## src/rtl/timer_sequencer.sv

```systemverilog
// Prescaler/counter sequencer: latches a divisor and terminal count, runs them under
// start/stop/pause commands and pulses done_pulse one cycle after the terminal tick.
module timer_sequencer #(
    parameter int CTR_WIDTH = 24,
    parameter int PRE_WIDTH = 16
) (
    input  logic                 clk,
    input  logic                 rst_n,
    input  logic                 cfg_we,
    input  logic [PRE_WIDTH-1:0] cfg_prescale,
    input  logic [CTR_WIDTH-1:0] cfg_limit,
    input  logic                 cfg_periodic,
    input  logic                 cmd_start,
    input  logic                 cmd_stop,
    input  logic                 cmd_pause,
    output logic [CTR_WIDTH-1:0] count,
    output logic                 done_pulse,
    output logic                 busy,
    output logic [1:0]           state
);

    typedef enum logic [1:0] {
        S_IDLE  = 2'd0,
        S_RUN   = 2'd1,
        S_PAUSE = 2'd2,
        S_DONE  = 2'd3
    } state_t;

    state_t               r_state;
    state_t               w_state_nxt;
    logic [CTR_WIDTH-1:0] r_count;
    logic [CTR_WIDTH-1:0] w_count_nxt;
    logic [PRE_WIDTH-1:0] r_prescaler;
    logic [PRE_WIDTH-1:0] w_prescaler_nxt;
    logic [PRE_WIDTH-1:0] r_prescale_reg;
    logic [CTR_WIDTH-1:0] r_limit_reg;
    logic                 r_periodic_reg;
    logic                 r_done_pulse;
    logic                 w_done_nxt;
    logic                 r_busy;
    logic                 w_busy_nxt;

    logic w_in_run;
    logic w_idle_or_done;
    logic w_pause_go;
    logic w_advance;
    logic w_tick;
    logic w_terminal;
    logic w_restart;

    assign w_in_run       = (r_state == S_RUN);
    assign w_idle_or_done = (r_state == S_IDLE) || (r_state == S_DONE);

    // Start outranks pause, so a start held in RUN (itself ignored) also masks pause.
    assign w_pause_go = w_in_run && !cmd_stop && !cmd_start && cmd_pause;
    assign w_advance  = w_in_run && !cmd_stop && !w_pause_go;
    assign w_tick     = w_advance && (r_prescaler == r_prescale_reg);
    assign w_terminal = w_tick && (r_count == r_limit_reg);
    assign w_restart  = !cmd_stop && cmd_start && w_idle_or_done;

    // State register
    always_ff @(posedge clk or negedge rst_n) begin
        if (!rst_n) begin
            r_state <= S_IDLE;
        end else begin
            r_state <= w_state_nxt;
        end
    end

    // Next-state logic
    always_comb begin
        w_state_nxt = r_state;
        if (cmd_stop) begin
            w_state_nxt = S_IDLE;
        end else begin
            case (r_state)
                S_IDLE, S_DONE: begin
                    if (cmd_start) begin
                        w_state_nxt = S_RUN;
                    end
                end
                S_RUN: begin
                    if (w_pause_go) begin
                        w_state_nxt = S_PAUSE;
                    end else if (w_terminal && !r_periodic_reg) begin
                        w_state_nxt = S_DONE;
                    end
                end
                S_PAUSE: begin
                    if (cmd_start) begin
                        w_state_nxt = S_RUN;
                    end
                end
                default: w_state_nxt = S_IDLE;
            endcase
        end
    end

    // Datapath / output next values
    always_comb begin
        w_count_nxt     = r_count;
        w_prescaler_nxt = r_prescaler;
        w_done_nxt      = 1'b0;
        w_busy_nxt      = (w_state_nxt == S_RUN) || (w_state_nxt == S_PAUSE);
        if (cmd_stop || w_restart) begin
            w_count_nxt     = '0;
            w_prescaler_nxt = '0;
        end else if (w_advance) begin
            if (w_tick) begin
                w_prescaler_nxt = '0;
                if (w_terminal) begin
                    w_done_nxt = 1'b1;
                    // One-shot holds at the limit; periodic wraps to zero.
                    w_count_nxt = r_periodic_reg ? '0 : r_count;
                end else begin
                    w_count_nxt = r_count + CTR_WIDTH'(1);
                end
            end else begin
                w_prescaler_nxt = r_prescaler + PRE_WIDTH'(1);
            end
        end
    end

    always_ff @(posedge clk or negedge rst_n) begin
        if (!rst_n) begin
            r_count      <= '0;
            r_prescaler  <= '0;
            r_done_pulse <= 1'b0;
            r_busy       <= 1'b0;
        end else begin
            r_count      <= w_count_nxt;
            r_prescaler  <= w_prescaler_nxt;
            r_done_pulse <= w_done_nxt;
            r_busy       <= w_busy_nxt;
        end
    end

    // Configuration is only writable while the datapath is not running.
    always_ff @(posedge clk or negedge rst_n) begin
        if (!rst_n) begin
            r_prescale_reg <= '0;
            r_limit_reg    <= '0;
            r_periodic_reg <= 1'b0;
        end else if (cfg_we && w_idle_or_done) begin
            r_prescale_reg <= cfg_prescale;
            r_limit_reg    <= cfg_limit;
            r_periodic_reg <= cfg_periodic;
        end
    end

    assign count      = r_count;
    assign done_pulse = r_done_pulse;
    assign busy       = r_busy;
    assign state      = r_state;

endmodule

```

## config.mk

```make
export PLATFORM = sky130hd
export DESIGN_NAME = timer_sequencer
export DESIGN_NICKNAME = d
export VERILOG_FILES = /design/src/rtl/timer_sequencer.sv
export SDC_FILE = /design/constraint.sdc
export NUM_CORES = 1
export LEC_CHECK = 0
export BUFFER_PORTS_ARGS = -buffer_cell sky130_fd_sc_hd__buf_4
export CAP_MARGIN = 20
export CORE_MARGIN = 8
export CORE_UTILIZATION = 40
export CTS_CLUSTER_SIZE = 20
export DETAILED_ROUTE_END_ITERATION = 10
export PLACE_DENSITY = 0.62
export SLEW_MARGIN = 20
export SYNTH_ARGS = -nofsm -noshare
export SYNTH_HDL_FRONTEND = slang
export SYNTH_SLANG_ARGS = --single-unit
```

## constraint.sdc

```tcl
create_clock -name clk -period 2 [get_ports clk]
set_clock_uncertainty 0.15 [all_clocks]
set_input_delay 0.2 -clock clk [delete_from_list [all_inputs] [get_ports clk]]
set_output_delay 0.2 -clock clk [all_outputs]
set_load 0.005 [all_outputs]
```

==> qor.yml, run 1 <==
cts:
  clk_latency_ns: 0.34
  clk_pin_slew_ns: 0.06
  numCtsBuffers: 9
  cts_tree: "yes"
  root_buffer: "clkbuf_16"
  cts_max_path_buffers: 2
  htreeDepth: 3
  cts.sinks: 85
finish:
  finalInstanceArea_um2: 7290
  area_growth_pct: 57.7
  diodes: 0
  nets: 699
  drive_above_1_share: 0.499
synth:
  synth_edf_count: 0
  synthDistinctLibCells: 53
  synthCells: 424
  ys_top_cells_by_area: "dfrtp_1 46%, mux2_2 10%, xnor2_1 8.1%"
  synthFlopType: "dfrtp_1"
  ys_seq_area_frac: 0.460
  ys_warn_count: 0
  synth_top_area_share: 0.460
  syn_nets: 475
  ys_ff_latch: 85
  syn-cell-area_um2: 4620
  async_flop_share: 1.00
  avgSynthCellArea_um2: 10.9
  synth_most_common_cell: "dfrtp_1"
  yosysTopAreaCell: "dfrtp_1"
  synthTopCellsByCount: "85 x dfrtp_1, 43 x mux2_2, 43 x xnor2_1, 27 x nor2_1, 19 x nand4_1"
floorplanning:
  die_h_um: 124
  start_util: 0.407
  die_area_um2: 15300
  row_count: 39
  die_x_um: 124
  pin_count: 75
  core_area_um2: 11400
power:
  power.density_nw_per_um2: 649
  seqPwrFrac: 0.433
  comb_power_share: 0.198
  p_sw_mw: 1.23
  leakagePower_nw: 3.15
  peakVddDrop_v: 0.000617
  sw_frac_of_total: 0.259
  p_int_mw: 3.51
  clkPwrFrac: 0.369
grt:
  antenna_found_initial: 0
  grt_max_degree: 43
  grt_pass1_vias: 4462
  grt-ovfl-total: 0
  grt_pass1_wl_um: 22700
  track_usage: 0.193
worst_setup_path:
  cp_cell_sequence: "xnor2_2 -> nand4_1 -> nor4_4 -> nand4_1 -> buf_6 -> buf_6 -> a311oi_2 -> o32ai_1"
  reg2reg_depth: 8
  crit_type: "register to register"
  required_ns: 2.07
  crit_family: "simple AND/OR/NAND/NOR gates"
  critPathBufInv: 2
  start_kind: "register"
  critical_path.max_stage_delay_ns: 0.42
  cp.depth: 8
  path_max_fanout: 6
  worstPathArrival_ns: 2.38
  worstSetupEndpointType: "register"
  crit_path_top_delay_cell: "dfrtp_1"
detailed_routing:
  vias_per_cell: 5.40
  drt_iter0_drc: 234
  wl_per_cell_um: 17.7
  antenna_left: 0
  wirelength_um: 14100
  dr.pass1.iters: 4
  vias: 4300
  drc: 0
min_path:
  hold_depth: 3
  hold_path_class: "input port to register"
run:
  maxCapViolations: 0
outcome:
  status: "complete, but fails checks"
  violations: "negative setup slack"
sta:
  hold_violations: 0
  tightest_slew_ns: 0.695
  slew_violations: 0
  finalSetupTns_ns: -8.67
  setup_viol: 41
  fmax_mhz: 434
  period_needed_ns: 2.30
  fin_crit_sh: 1.15
  worst_slack_ns: -0.304
  rsz0062_at_grt: "yes"
  max-slew-margin-rel: 0.536
placed_design:
  port_buffers: 74
  placed_area_um2: 6110
  gp_congestion: 0.902
  pre_cts_slack_ns: -0.395
  dpl.hpwl_um: 9490
[worst paths after layout]
path | end | startpoint | slack [ns]
worst max-delay path | count[11]$_DFFE_PN0P_ | count[0]$_DFFE_PN0P_ | -0.30
worst min-delay path | state[1]$_DFF_PN0_ | cmd_stop | 0.14
worst max register to register | count[11]$_DFFE_PN0P_ | count[0]$_DFFE_PN0P_ | -0.30
worst min register to register | r_prescale_reg[5]$_DFFE_PN0P_ | r_prescale_reg[5]$_DFFE_PN0P_ | 0.38
max in group asynchronous | count[7]$_DFFE_PN0P_ | rst_n | 0.93
min in group asynchronous | busy$_DFF_PN0_ | rst_n | 0.15
[worst reg2reg max path, delay by kind of cell (launching register included)]
| kind | cells | cell delay [ns] |
|---|---|---|
| and+or+nand+nor | 3 | 0.72 |
| DFF | 1 | 0.42 |
| AOI/OAI and AO/OA | 2 | 0.33 |
| buffers and inverters | 2 | 0.32 |
| xor gates and xnor gates | 1 | 0.25 |
[layout by cell type (no fill, tap or decap), types with 13 or more instances in the layout]
cell | Yosys | routed
a21oi_1 | 17 | 14
buf_4 | 1 | 172
dfrtp_1 | 85 | 81
dlygate4sd3_1 | 0 | 42
mux2_2 | 43 | 42
nand2_1 | 15 | 13
nand3_1 | 18 | 16
nand4_1 | 19 | 19
nor2_1 | 27 | 26
xnor2_1 | 43 | 30
xnor2_2 | 0 | 13
[final cells by class]
class / instances / area, um2
Fill cell: 866 / 4080
Clock inverter: 3 / 42.5
Timing Repair Buffer: 231 / 1950
Sequential cell: 85 / 2130
Inverter: 13 / 48.8
Clock buffer: 13 / 270
Multi-Input combinational cell: 308 / 2670
Tap cell: 143 / 179
[what timing repair did]
action,4_1_cts,5_1_grt
pin swaps,30,28
hold buffers,42,0
endpoints found under the hold margin,105,0
gates resized for setup,37,24
setup endpoints to repair,38,42
cloned,3,2
buffers inserted,10,4
[metrics by stage]
step | power (mW) | utilization | hold slack, ns | instances
floorplan | 2.52 | - | -0.246 | 424
global placement | 2.84 | 0.538 | -0.0180 | 723
detailed placement | 2.86 | 0.538 | -0.0166 | 723
CTS | 4.75 | 0.627 | 0.116 | 793
global route | 4.94 | 0.641 | 0.142 | 796
finish | 4.73 | 0.641 | 0.137 | 796
[logic make-up (layout without fill, tap and decap cells)]
logic type | after synthesis | after routing | share of synthesized area
XOR/XNOR | 48 | 48 | 0.0909
AND/OR/NAND/NOR | 136 | 136 | 0.179
AO/OA/AOI/OAI | 75 | 77 | 0.118
flip-flops | 85 | 85 | 0.460
multiplexers | 43 | 43 | 0.105
buffers and inverters | 33 | 260 | 0.0365
adder cells (fa/ha/maj) | 4 | 4 | 0.0108
[power by group through the flow]
stage	clock, mW	sequential (mW)	combinational [mW]
after floorplan	0	2.02	0.506
after global placement	0	2.06	0.781
after detailed placement	0	2.06	0.800
after CTS	1.79	2.04	0.917
after global routing	1.85	2.07	1.02
final	1.75	2.05	0.940
[routing by layer]
| metal | share of wire | vias up | global-route usage |
|---|---|---|---|
| met5 | 0 | - | 0 |
| met4 | 0.031 | 0 | 0.100 |
| met3 | 0.056 | 39 | 0.0457 |
| met2 | 0.51 | 112 | 0.317 |
| met1 | 0.41 | 2118 | 0.233 |
| li1 | - | 2031 | - |
Note: power is estimated with default switching activity, not from simulation.
==> run 2, diff against run 1 <==
- CORE_UTILIZATION: 40 -> 51
- PLACE_DENSITY: 0.62 -> 0.76
==> qor.yml, run 2 (same netlist as run 1, synthesis figures left out) <==
power:
  peakVddDrop_v: 0.000466
  power_mw: 4.62
  leakagePower_nw: 3.14
  power.density_nw_per_um2: 630
worst_setup_path:
  cp_cell_sequence: "xnor2_1 -> and4_1 -> and4_1 -> nand4_1 -> buf_4 -> a311o_1 -> a22o_1"
  crit_family: "simple AND/OR/NAND/NOR gates"
  reg2reg_depth: 7
  crit_type: "register to register"
  start_kind: "register"
  crit_top_cell: "and4_1"
  crit_path_top_delay_cell: "dfrtp_1"
  critical_path.max_stage_delay_ns: 0.40
  rr_startpoint: "r_prescale_reg[15]$_DFFE_PN0P_"
  path_max_fanout: 4
  required_ns: 2.08
  rrSetupSlack_ns: -0.56
  critPathBufInv: 1
  worstSetupEndpointType: "register"
  worstPathArrival_ns: 2.64
  cp.depth: 7
  rr_endpoint: "count[2]$_DFFE_PN0P_"
outcome:
  violations: "negative setup slack"
  status: "complete, but fails checks"
sta:
  hold_violations: 0
  slew_violations: 0
  max-slew-margin-rel: 0.565
  fin_crit_sh: 1.28
  fmax_mhz: 391
  worst_slack_ns: -0.560
  hold_ws_ns: 0.104
  period_needed_ns: 2.56
  setup_viol: 43
  rsz0062_at_grt: "yes"
  tightest_slew_ns: 0.653
floorplanning:
  die_x_um: 111
  die_area_um2: 12400
  die_h_um: 111
  row_count: 34
  pin_count: 75
  start_util: 0.528
  core_area_um2: 8760
finish:
  fillers: 414
  fin_util: 0.838
  layout_common_cells: "165 x buf_4, 82 x dfrtp_1, 43 x mux2_2"
  regArea_um2: 2130
  drive_above_1_share: 0.535
  area_growth_pct: 58.8
  multi_input_area_um2: 2820
  nets: 694
  finalInstanceArea_um2: 7340
  diodes: 0
  final_common_cell: "buf_4"
placed_design:
  placed_area_um2: 6020
  gp_congestion: 0.887
  dpl.hpwl_um: 9510
  pre_cts_slack_ns: -0.364
  port_buffers: 74
min_path:
  hold_path_class: "input port to register"
  hold_depth: 3
  hold_start: "cmd_stop"
  holdPathEnd: "state[1]$_DFF_PN0_"
detailed_routing:
  vias_per_cell: 6.27
  dr.pass1.iters: 5
  drt_iter0_drc: 525
  antenna_left: 0
  wl_per_cell_um: 23.3
  drc: 0
  wirelength_um: 17600
  vias: 4739
grt:
  track_usage: 0.263
  grt_pass1_vias: 5028
  grt_max_degree: 42
  antenna_found_initial: 0
  grt-ovfl-total: 0
  grt_pass1_wl_um: 26500
cts:
  cts.sinks: 85
  cts_max_path_buffers: 2
  cts_tree: "yes"
  clk_latency_ns: 0.36
  htreeDepth: 3
  root_buffer: "clkbuf_8"
  clk_pin_slew_ns: 0.09
  numCtsBuffers: 9
run:
  maxCapViolations: 0
## run 2: cell type report
class | count | share of cell area
Inverter | 13 | 0.00665
Clock inverter | 5 | 0.0147
Multi-Input combinational cell | 309 | 0.384
Clock buffer | 11 | 0.0193
Sequential cell | 85 | 0.290
Tap cell | 108 | 0.0184
Timing Repair Buffer | 225 | 0.267
## run 2: how the worst max path moves through the flow
stage / startpoint / to / slack, ns
floorplan: count[6]$_DFFE_PN0P_ / count[0]$_DFFE_PN0P_ / -0.1
global placement: r_limit_reg[6]$_DFFE_PN0P_ / state[0]$_DFF_PN0_ / -0.33
detailed placement: r_prescale_reg[2]$_DFFE_PN0P_ / count[21]$_DFFE_PN0P_ / -0.36
CTS: r_limit_reg[6]$_DFFE_PN0P_ / count[2]$_DFFE_PN0P_ / -0.27
global route: r_prescaler[15]$_DFFE_PN0P_ / count[2]$_DFFE_PN0P_ / -0.57
finish: r_prescale_reg[15]$_DFFE_PN0P_ / count[2]$_DFFE_PN0P_ / -0.56
## run 2: report_power, final
group / leakage [nW] / switching (mW) / internal (mW) / total [mW]
Sequential: 1.09 / 0.167 / 1.89 / 2.06
Combinational: 1.93 / 0.471 / 0.569 / 1.04
Clock: 0.124 / 0.656 / 0.870 / 1.53
Total: 3.14 / 1.29 / 3.33 / 4.62
## run 2: stage by stage
step           std cells  TNS [ns]
2_1_floorplan        424     -1.39
4_1_cts              753     -5.34
6_report             756    -13.89
3_5_place_dp         679     -8.48
3_3_place_gp         679     -7.43
5_1_grt              756    -15.11
## run 2: worst register-to-register path, cell delays in order (launching register included)
cell	delay, ns
dfrtp_1	0.40
xnor2_1	0.35
and4_1	0.29
and4_1	0.26
nand4_1	0.25
buf_4	0.24
a311o_1	0.27
a22o_1	0.23
## run 2: routing by layer
metal,share of wire,vias up,GRT usage,wire length (um)
met1,0.38,2357,0.316,6720
li1,-,2000,-,-
met2,0.50,304,0.440,8880
met4,0.039,0,0.111,694
met5,0,-,0,0
met3,0.077,78,0.0611,1350
## run 2: repair_timing
| action | 4_1_cts | 5_1_grt |
|---|---|---|
| setup buffers | 12 | 2 |
| hold buffers | 42 | 0 |
| gates resized for setup | 61 | 30 |
| endpoints found under the setup margin | 38 | 44 |
| gates cloned | 5 | 1 |
| hold endpoints to repair | 78 | 0 |
| pin swaps | 32 | 19 |
